## config.mk

```make
export PLATFORM = sky130hd
export DESIGN_NAME = frame_snapshot_streamer
export DESIGN_NICKNAME = d
export VERILOG_FILES = /design/src/rtl/cam_pkg.sv /design/src/rtl/snap_fifo.sv /design/src/rtl/frame_snapshot_streamer.sv
export SDC_FILE = /design/constraint.sdc
export NUM_CORES = 1
export LEC_CHECK = 0
export ABC_CLOCK_PERIOD_IN_PS = 2760
export BUFFER_PORTS_ARGS = -buffer_cell sky130_fd_sc_hd__buf_2
export CAP_MARGIN = 10
export CORE_ASPECT_RATIO = 1.2
export CORE_UTILIZATION = 55
export CTS_BUF_LIST = sky130_fd_sc_hd__clkbuf_4
export CTS_CLUSTER_DIAMETER = 150
export CTS_CLUSTER_SIZE = 24
export DETAILED_ROUTE_END_ITERATION = 6
export PLACE_DENSITY = 0.86
export SLEW_MARGIN = 0
export SYNTH_ARGS = -nofsm -noshare
export SYNTH_HDL_FRONTEND = slang
export SYNTH_SLANG_ARGS = --single-unit
```

## constraint.sdc

```tcl
create_clock -name clk100 -period 2.76 [get_ports clk100]
set_input_delay 0.552 -clock clk100 [delete_from_list [all_inputs] [get_ports clk100]]
set_output_delay 0.552 -clock clk100 [all_outputs]
set_load 0.1 [all_outputs]
```

## src/rtl/cam_pkg.sv

```systemverilog
// Shared camera-path definitions: snapshot FSM encoding and default frame geometry.
package cam_pkg;

  // Default geometry and timing of the 640x480 RGB444 frame buffer path
  localparam int CAM_FRAME_PIXELS = 307200;
  localparam int CAM_ADDR_W       = 19;
  localparam int CAM_PIX_W        = 12;
  localparam int CAM_RD_LAT       = 2;
  localparam int CAM_SETTLE       = 4;
  localparam int CAM_FIFO_DEPTH   = 4;

  // Snapshot streamer sequencing
  typedef enum logic [2:0] {
    ST_IDLE   = 3'd0,
    ST_SETTLE = 3'd1,
    ST_STREAM = 3'd2,
    ST_DRAIN  = 3'd3,
    ST_DONE   = 3'd4,
    ST_FLUSH  = 3'd5
  } snap_state_t;

endpackage

```

## src/rtl/snap_fifo.sv

```systemverilog
// Small synchronous skid FIFO holding returned pixels plus their SOF/EOF flags.
module snap_fifo #(
  parameter int DEPTH = 4,
  parameter int WIDTH = 14
) (
  input  logic                         clk,
  input  logic                         reset_n,
  input  logic                         push,
  input  logic                         pop,
  input  logic                         clear,
  input  logic [WIDTH-1:0]             din,
  output logic [WIDTH-1:0]             dout,
  output logic [$clog2(DEPTH+1)-1:0]   count,
  output logic                         empty
);

  localparam int CNT_W = $clog2(DEPTH + 1);
  localparam int PTR_W = (DEPTH > 1) ? $clog2(DEPTH) : 1;

  logic [WIDTH-1:0] mem [DEPTH];
  logic [PTR_W-1:0] wr_ptr;
  logic [PTR_W-1:0] rd_ptr;
  logic             full;
  logic             do_push;
  logic             do_pop;

  assign empty   = (count == '0);
  assign full    = (count == CNT_W'(DEPTH));
  assign do_pop  = pop && !empty;
  assign do_push = push && (!full || do_pop);
  assign dout    = mem[rd_ptr];

  // Pointer and occupancy bookkeeping; clear empties the FIFO in one cycle
  always_ff @(posedge clk) begin
    if (!reset_n || clear) begin
      wr_ptr <= '0;
      rd_ptr <= '0;
      count  <= '0;
    end else begin
      if (do_push) begin
        wr_ptr <= (wr_ptr == PTR_W'(DEPTH - 1)) ? '0 : wr_ptr + PTR_W'(1);
      end
      if (do_pop) begin
        rd_ptr <= (rd_ptr == PTR_W'(DEPTH - 1)) ? '0 : rd_ptr + PTR_W'(1);
      end
      case ({do_push, do_pop})
        2'b10:   count <= count + CNT_W'(1);
        2'b01:   count <= count - CNT_W'(1);
        default: count <= count;
      endcase
    end
  end

  // Storage write; contents need no reset because count gates visibility
  always_ff @(posedge clk) begin
    if (do_push) begin
      mem[wr_ptr] <= din;
    end
  end

endmodule

```

## src/rtl/frame_snapshot_streamer.sv

```systemverilog
// Freezes the frame buffer, sweeps it once and streams every pixel out with SOF/EOF marks.
module frame_snapshot_streamer
  import cam_pkg::*;
#(
  parameter int FRAME_PIXELS = CAM_FRAME_PIXELS,
  parameter int ADDR_W       = CAM_ADDR_W,
  parameter int PIX_W        = CAM_PIX_W,
  parameter int RD_LAT       = CAM_RD_LAT,
  parameter int SETTLE       = CAM_SETTLE,
  parameter int FIFO_DEPTH   = CAM_FIFO_DEPTH
) (
  input  logic              clk100,
  input  logic              reset_n,
  input  logic              start,
  input  logic              abort,
  output logic              freeze_frame,
  output logic [ADDR_W-1:0] axi_address,
  input  logic [PIX_W-1:0]  axi_pixel,
  output logic [PIX_W-1:0]  m_tdata,
  output logic              m_tvalid,
  input  logic              m_tready,
  output logic              m_tuser,
  output logic              m_tlast,
  output logic              busy,
  output logic              done,
  output logic              aborted
);

  localparam int CNT_W = $clog2(FIFO_DEPTH + 1);
  localparam int LAT_W = $clog2(RD_LAT + 1);
  localparam logic [ADDR_W-1:0] LAST_ADDR = ADDR_W'(FRAME_PIXELS - 1);

  snap_state_t       state;
  snap_state_t       next_state;
  logic [15:0]       timer;
  logic [ADDR_W-1:0] rd_addr;
  logic [RD_LAT-1:0] vld_pipe;
  logic [RD_LAT-1:0] sof_pipe;
  logic [RD_LAT-1:0] eof_pipe;
  logic [LAT_W-1:0]  inflight;
  int                occupancy;
  logic [CNT_W-1:0]  fifo_count;
  logic              fifo_empty;
  logic              fifo_push;
  logic              fifo_pop;
  logic              fifo_clear;
  logic [PIX_W+1:0]  fifo_din;
  logic [PIX_W+1:0]  fifo_dout;
  logic              abort_req;
  logic              issue;
  logic              last_issue;

  // Credit accounting: reads still in the latency pipe plus pixels already queued
  always_comb begin
    inflight = '0;
    for (int i = 0; i < RD_LAT; i++) begin
      inflight = inflight + LAT_W'(vld_pipe[i]);
    end
  end

  assign occupancy  = int'(fifo_count) + int'(inflight);
  assign abort_req  = abort && (state == ST_SETTLE || state == ST_STREAM || state == ST_DRAIN);
  assign issue      = (state == ST_STREAM) && !abort && (occupancy < FIFO_DEPTH);
  assign last_issue = issue && (rd_addr == LAST_ADDR);

  // Returning reads are discarded once an abort is taken
  assign fifo_push  = vld_pipe[RD_LAT-1] && (state != ST_FLUSH) && !abort_req;
  assign fifo_pop   = m_tvalid && m_tready;
  assign fifo_clear = abort_req;
  assign fifo_din   = {sof_pipe[RD_LAT-1], eof_pipe[RD_LAT-1], axi_pixel};

  snap_fifo #(
    .DEPTH (FIFO_DEPTH),
    .WIDTH (PIX_W + 2)
  ) u_fifo (
    .clk     (clk100),
    .reset_n (reset_n),
    .push    (fifo_push),
    .pop     (fifo_pop),
    .clear   (fifo_clear),
    .din     (fifo_din),
    .dout    (fifo_dout),
    .count   (fifo_count),
    .empty   (fifo_empty)
  );

  // State register
  always_ff @(posedge clk100) begin
    if (!reset_n) begin
      state <= ST_IDLE;
    end else begin
      state <= next_state;
    end
  end

  // Next-state logic; start only counts in IDLE, so it beats a simultaneous abort there
  always_comb begin
    next_state = state;
    case (state)
      ST_IDLE:   if (start) next_state = ST_SETTLE;
      ST_SETTLE: begin
        if (abort)                            next_state = ST_FLUSH;
        else if (timer == 16'(SETTLE - 1))    next_state = ST_STREAM;
      end
      ST_STREAM: begin
        if (abort)                            next_state = ST_FLUSH;
        else if (last_issue)                  next_state = ST_DRAIN;
      end
      ST_DRAIN: begin
        if (abort)                            next_state = ST_FLUSH;
        else if (inflight == '0 && fifo_empty) next_state = ST_DONE;
      end
      ST_DONE:   next_state = ST_IDLE;
      ST_FLUSH:  if (timer == 16'(RD_LAT - 1)) next_state = ST_IDLE;
      default:   next_state = ST_IDLE;
    endcase
  end

  // Per-state dwell timer, restarted on every state change
  always_ff @(posedge clk100) begin
    if (!reset_n || state != next_state) begin
      timer <= '0;
    end else begin
      timer <= timer + 16'd1;
    end
  end

  // Address sweep and latency pipe that tags each read with its frame-boundary flags
  always_ff @(posedge clk100) begin
    if (!reset_n) begin
      rd_addr     <= '0;
      axi_address <= '0;
      vld_pipe    <= '0;
      sof_pipe    <= '0;
      eof_pipe    <= '0;
    end else begin
      for (int i = RD_LAT - 1; i > 0; i--) begin
        vld_pipe[i] <= vld_pipe[i-1];
        sof_pipe[i] <= sof_pipe[i-1];
        eof_pipe[i] <= eof_pipe[i-1];
      end
      vld_pipe[0] <= issue;
      sof_pipe[0] <= issue && (rd_addr == '0);
      eof_pipe[0] <= last_issue;
      if (next_state == ST_IDLE) begin
        rd_addr     <= '0;
        axi_address <= '0;
      end else if (issue) begin
        axi_address <= rd_addr;
        rd_addr     <= rd_addr + ADDR_W'(1);
      end
    end
  end

  // One-cycle notice that the snapshot was cut short, raised as IDLE is re-entered
  always_ff @(posedge clk100) begin
    if (!reset_n) begin
      aborted <= 1'b0;
    end else begin
      aborted <= (state == ST_FLUSH) && (next_state == ST_IDLE);
    end
  end

  // State-decoded outputs; stream fields read as zero whenever nothing is offered
  always_comb begin
    freeze_frame = (state == ST_SETTLE) || (state == ST_STREAM) ||
                   (state == ST_DRAIN)  || (state == ST_FLUSH);
    busy         = (state != ST_IDLE);
    done         = (state == ST_DONE);
    m_tvalid     = !fifo_empty;
    m_tdata      = '0;
    m_tuser      = 1'b0;
    m_tlast      = 1'b0;
    if (!fifo_empty) begin
      m_tdata = fifo_dout[PIX_W-1:0];
      m_tuser = fifo_dout[PIX_W+1];
      m_tlast = fifo_dout[PIX_W];
    end
  end

endmodule

```

## Word level (Yosys, flattened, before mapping)

Memories as Yosys holds them, arrays and structs flattened. A register that Yosys moved wholly into a read port is not among the register bits.
Cells that the tools add are included.

| word-level totals | value |
|---|---|
| output and inout bits | 38 |
| ROM bits | 0 |
| bits in registers | 71 |
| latch bits | 0 |
| input port bits | 17 |
| memories | 1 |
| logic and storage cells | 87 |
| memory bits (writable) | 56 |

| operators by class | value |
|---|---|
| add/subtract/negate cells | 8 |
| div/mod/pow operators | 0 |
| shifts and indexed selects | 0 |
| reduce and logical (&&, ||, !) cells | 31 |
| bitwise operators | 1 |
| mux-type cells | 19 |
| multiply operators | 0 |
| $lt $le $gt $ge | 1 |
| equal/unequal tests | 15 |

Memories:

| memory | depth | bits a word | rd ports | clocked after memory_dff | write ports | line | RTL |
|---|---|---|---|---|---|---|---|
| u_fifo.mem | 4 | 14 | 1 | 1 | 1 | snap_fifo.sv:20 | `logic [WIDTH-1:0] mem [DEPTH];` |

Operator list:

| cell | number |
|---|---|
| 2-to-1 mux 3 bit | 8 |
| adder 19 x 1 -> 19 bit, second input constant | 1 |
| equality test 19 bit, second input constant | 1 |
| logical NOT 19 bit | 1 |
| adder 16 x 1 -> 16 bit, second input constant | 1 |
| equality test 16 x 1 -> 1 bit, second input constant | 1 |
| equality test 16 x 2 -> 1 bit, second input constant | 1 |
| one-hot mux 3 bit (5 select lines) | 1 |
| logical AND 1 bit | 12 |
| 2-to-1 mux 12 bit | 1 |
| equality test 3 bit, second input constant | 3 |
| logical NOT 3 bit | 3 |
| 2-to-1 mux 2 bit | 4 |
| equality test 2 bit, second input constant | 3 |
| equality test 3 x 2 -> 1 bit, second input constant | 2 |
| logical OR 1 bit | 6 |
| one-hot mux 3 bit (2 select lines) | 1 |
| logical NOT 1 bit | 5 |
| adder 2 x 1 -> 2 bit, second input constant | 2 |
| adder 3 x 2 -> 4 bit | 1 |
| less-than comparator 4 x 3 -> 1 bit, second input constant | 1 |
| 2-to-1 mux 1 bit | 4 |
| adder 3 x 1 -> 3 bit, second input constant | 1 |
| equality test 3 x 1 -> 1 bit, second input constant | 1 |
| 10 further kinds | 10 |

## Longest topological paths before layout

| depth | value |
|---|---|
| word-level depth | 10 |
| depth in mapped cells | 9 |
| mapped depth without buffers | 8 |

## Cells and area by module

Synthesis repeated with hierarchy kept, for this count alone.

| second synthesis, totals | value |
|---|---|
| cells, all modules | 493 |
| area total of the unflattened synthesis | 5,515.3 µm² |

Modules (own cells, without submodules):

| module | sequential area each (µm²) | instances | cells each | area an instance (µm²) |
|---|---|---|---|---|
| frame_snapshot_streamer | 1,281.2 | 1 | 367 | 3,015.4 |
| snap_fifo | 1,861.8 | 1 | 126 | 2,499.9 |

## Worst setup path after synthesis

Ideal clock, no wire load.

| timing path | value |
|---|---|
| kind | register to output |
| start | register u_fifo.count[0] |
| end | output m_tdata[10] |
| data arrival time | 2.590 ns |
| stages on the path, launching flop included | 6 |
| setup slack | -0.382 ns |
| data required time | 2.208 ns |
| buffers on the path | 2 |
| cells stage by stage | dfxtp_1 nor3_1 inv_1 clkbuf_1 clkbuf_1 and2_1 |

| on the way | value |
|---|---|
| cells in the longest elaborated chain, start to end | 2 |

Ends and longest elaborated chain:

| item | line | RTL |
|---|---|---|
| start, declared | snap_fifo.sv:13 | `output logic [$clog2(DEPTH+1)-1:0] count,` |
| start signal, assigned | snap_fifo.sv:47 | `2'b10: count <= count + CNT_W'(1);` |
| start signal, assigned | snap_fifo.sv:48 | `2'b01: count <= count - CNT_W'(1);` |
| start signal, assigned | snap_fifo.sv:49 | `default: count <= count;` |
| logical NOT 3 bit | snap_fifo.sv:27 | `assign empty = (count == '0);` |
| 2-to-1 mux 12 bit | frame_snapshot_streamer.sv:174 | `if (!fifo_empty) begin` |
| end, declared | frame_snapshot_streamer.sv:19 | `output logic [PIX_W-1:0] m_tdata,` |

Every way passes these cells.

==> metrics.yaml <==
dp_hpwl_um: 7480
syn_area_mm2: 0.00549
drt-vias-per-instance: 5.63
crit_fanout: 14
ys_seq_area_share_pct: 57.3
synth_cell_types: 50
final-seq-area_mm2: 0.00314
synth_top_area_cell: "edfxtp_1"
yosys_warnings: 0
grt_pass1_vias: 3979
final_common_cell: "dfxtp_1"
finalCritPeriodShare_pct: 95.7
boundaryPins: 55
slew_headroom_pct: 41.1
final.setup.tns_ps: 0
cts_tree: "built"
synth_edf_count: 56
synth.avg_cell_area_um2: 11.2
multiInputGateArea_mm2: 0.00220
grt_pass1_wl_um: 18100
final_cell_mix: "73 x dfxtp_1, 56 x nand2_1, 56 x edfxtp_1, 54 x buf_2, 37 x nor2_1"
io_buffers: 54
die_x_um: 93.2
grt_setup_unrepaired: "false"
final_area_mm2: 0.00623
clock_latency_ps: 520
route.detailed.drc: 0
drt-total-wl_um: 10600
slowest_delay_ps: 540
clockBufferDepth: 2
clkTransAtPathRegs_ps: 110
wl_per_cell_um: 15.4
min_period_ps: 2640
max_cap_violations: 0
first_pass_iters: 4
end_kind: "output pin"
final_util_pct: 64.9
crit_type: "reg2out"
cts_setup_buffers: 0
h-tree-depth: 4
arrival_ps: 2090
required_ps: 2210
dominantRegCellSynth: "dfxtp_1"
worstMarginPinSlew_ps: 876
drtIter0Drc: 247
antenna_found_initial: 0
ant_nets: 0
async_flop_share_pct: 0
synthCells: 490
numCtsBuffers: 17
routabilityCongestion: 0.857
antenna_cells: 0
fp-row-count: 39
final_nets: 584
cts_root_buf: "clkbuf_4"
status: "finished clean"
fillers: 706
drive_gt1_share_pct: 21.3
irDropWorstVdd_mv: 0.496
hold_viol: 0
setup_viol: 0
num_vias: 3883
slowest_stage: "mux4_2"
synthTopCellsByArea: "edfxtp_1 31%, dfxtp_1 27%, mux4_2 5.7%, nand2_1 3.8%, xor2_1 2.9%"
area_delta_synth_final_pct: 13.6
power_density_mw_per_mm2: 837
fp.dieH_um: 111
clock-sinks: 129
startpoint_type: "flop"
grt-ovfl-total: 0
grt.total_usage_pct: 22.3
hold_class: "in2reg"
die_area_mm2: 0.0104
start_util_pct: 57.1
core_area_mm2: 0.00961
power.leakage_nw: 2.27
cp_cell_sequence: "buf_6 -> mux4_2 -> and2_1 -> buf_2"
fin_skew_ps: 17.3
syn-num-nets: 520
synth_top_area_share_pct: 30.6
grt_max_degree: 39
placed_area_mm2: 0.00594
ys_ff_latch: 129
finalMaxSlewViolations: 0
fmax_mhz: 378
area by class of cell:
cell class | instances | share of cell area (%)
sequential | 129 | 50.4
multi-input combinational | 320 | 35.3
timing repair buffer | 68 | 6.08
tap | 123 | 2.47
clock inverter | 13 | 2.33
clock buffer | 19 | 2.29
inverter | 18 | 1.08
layer usage:
metal  GRT usage [%]  part of all wire [%]  vias to the layer above
met1            25.3                    40                     1865
met3            6.15                   4.8                       14
li1                -                     -                     1895
met4            7.69                   1.3                        0
met2            40.0                    53                      109
met5               0                     0                        -
power breakdown:
group	total [mW]	internal (mW)	switching [mW]
sequential	2.08	2.03	0.0496
combinational	1.87	0.398	1.47
clock	1.27	0.634	0.641
total	5.22	3.06	2.16
registers in the layout, summed over array words and instances, names as in the netlist, 3 cells and up, named ones only:
signal	cells
u_fifo.mem	56
rd_addr	19
state	3
u_fifo.count	3
timer	16
axi_address	19
logic make-up after synthesis:
logic type | count (synthesis) | synth area share, %
compound gates | 53 | 6.00
xor+xnor | 32 | 5.11
fa+ha+maj | 13 | 3.10
buf+inv | 41 | 3.03
flops | 129 | 57.3
mux | 15 | 5.95
simple gates | 207 | 19.6
Yosys cell counts, types with 3 or more instances:
| cell type | count |
|---|---|
| o31ai_1 | 3 |
| or3_1 | 3 |
| xor2_1 | 18 |
| nor4_1 | 10 |
| inv_1 | 18 |
| mux4_2 | 14 |
| and4_1 | 5 |
| and3_1 | 11 |
| buf_2 | 4 |
| nor4b_1 | 3 |
| ha_1 | 12 |
| dfxtp_1 | 73 |
| nor3_1 | 24 |
| clkbuf_1 | 18 |
| nand4_1 | 12 |
| a21oi_1 | 30 |
| and2_1 | 22 |
| nand2_1 | 56 |
| nor2_1 | 37 |
| o21ai_0 | 3 |
| xnor2_1 | 14 |
| edfxtp_1 | 56 |
| nand3_1 | 15 |
worst max-delay path: cells and delay by family (launching register included):
family	cells	cell delay (ps)
flip-flops	1	350
buffers and inverters	2	510
AND/OR/NAND/NOR	1	170
multiplexers	1	540
final timing paths:
kind                        from          endpoint  slack [ps]  depth (start not counted)
setup / recovery            flop        m_tdata[5]         120                          4
hold / removal      axi_pixel[7]  u_fifo.mem[2][7]         250                          1
setup reg to reg        state[0]   u_fifo.count[2]         240                          7
hold reg to reg   axi_address[5]    axi_address[5]         460                          2
metrics by stage:
stage          hold WS, ps  std cells  power [mW]  setup WS, ps
6_report               247        690        5.22           118
5_1_grt                190        690        5.43          1.66
4_1_cts                213        690        5.26          61.9
3_5_place_dp           419        658        3.99           153
3_3_place_gp           418        658        3.95           248
2_1_floorplan          412        490        3.69           101
repair_timing:
action | in CTS | in global routing
gates resized for setup | 1 | 1
endpoints found under the setup margin | 1 | 14
hold buffers | 0 | 0
pin swaps | 0 | 0
(Power assumes the default switching activity.)
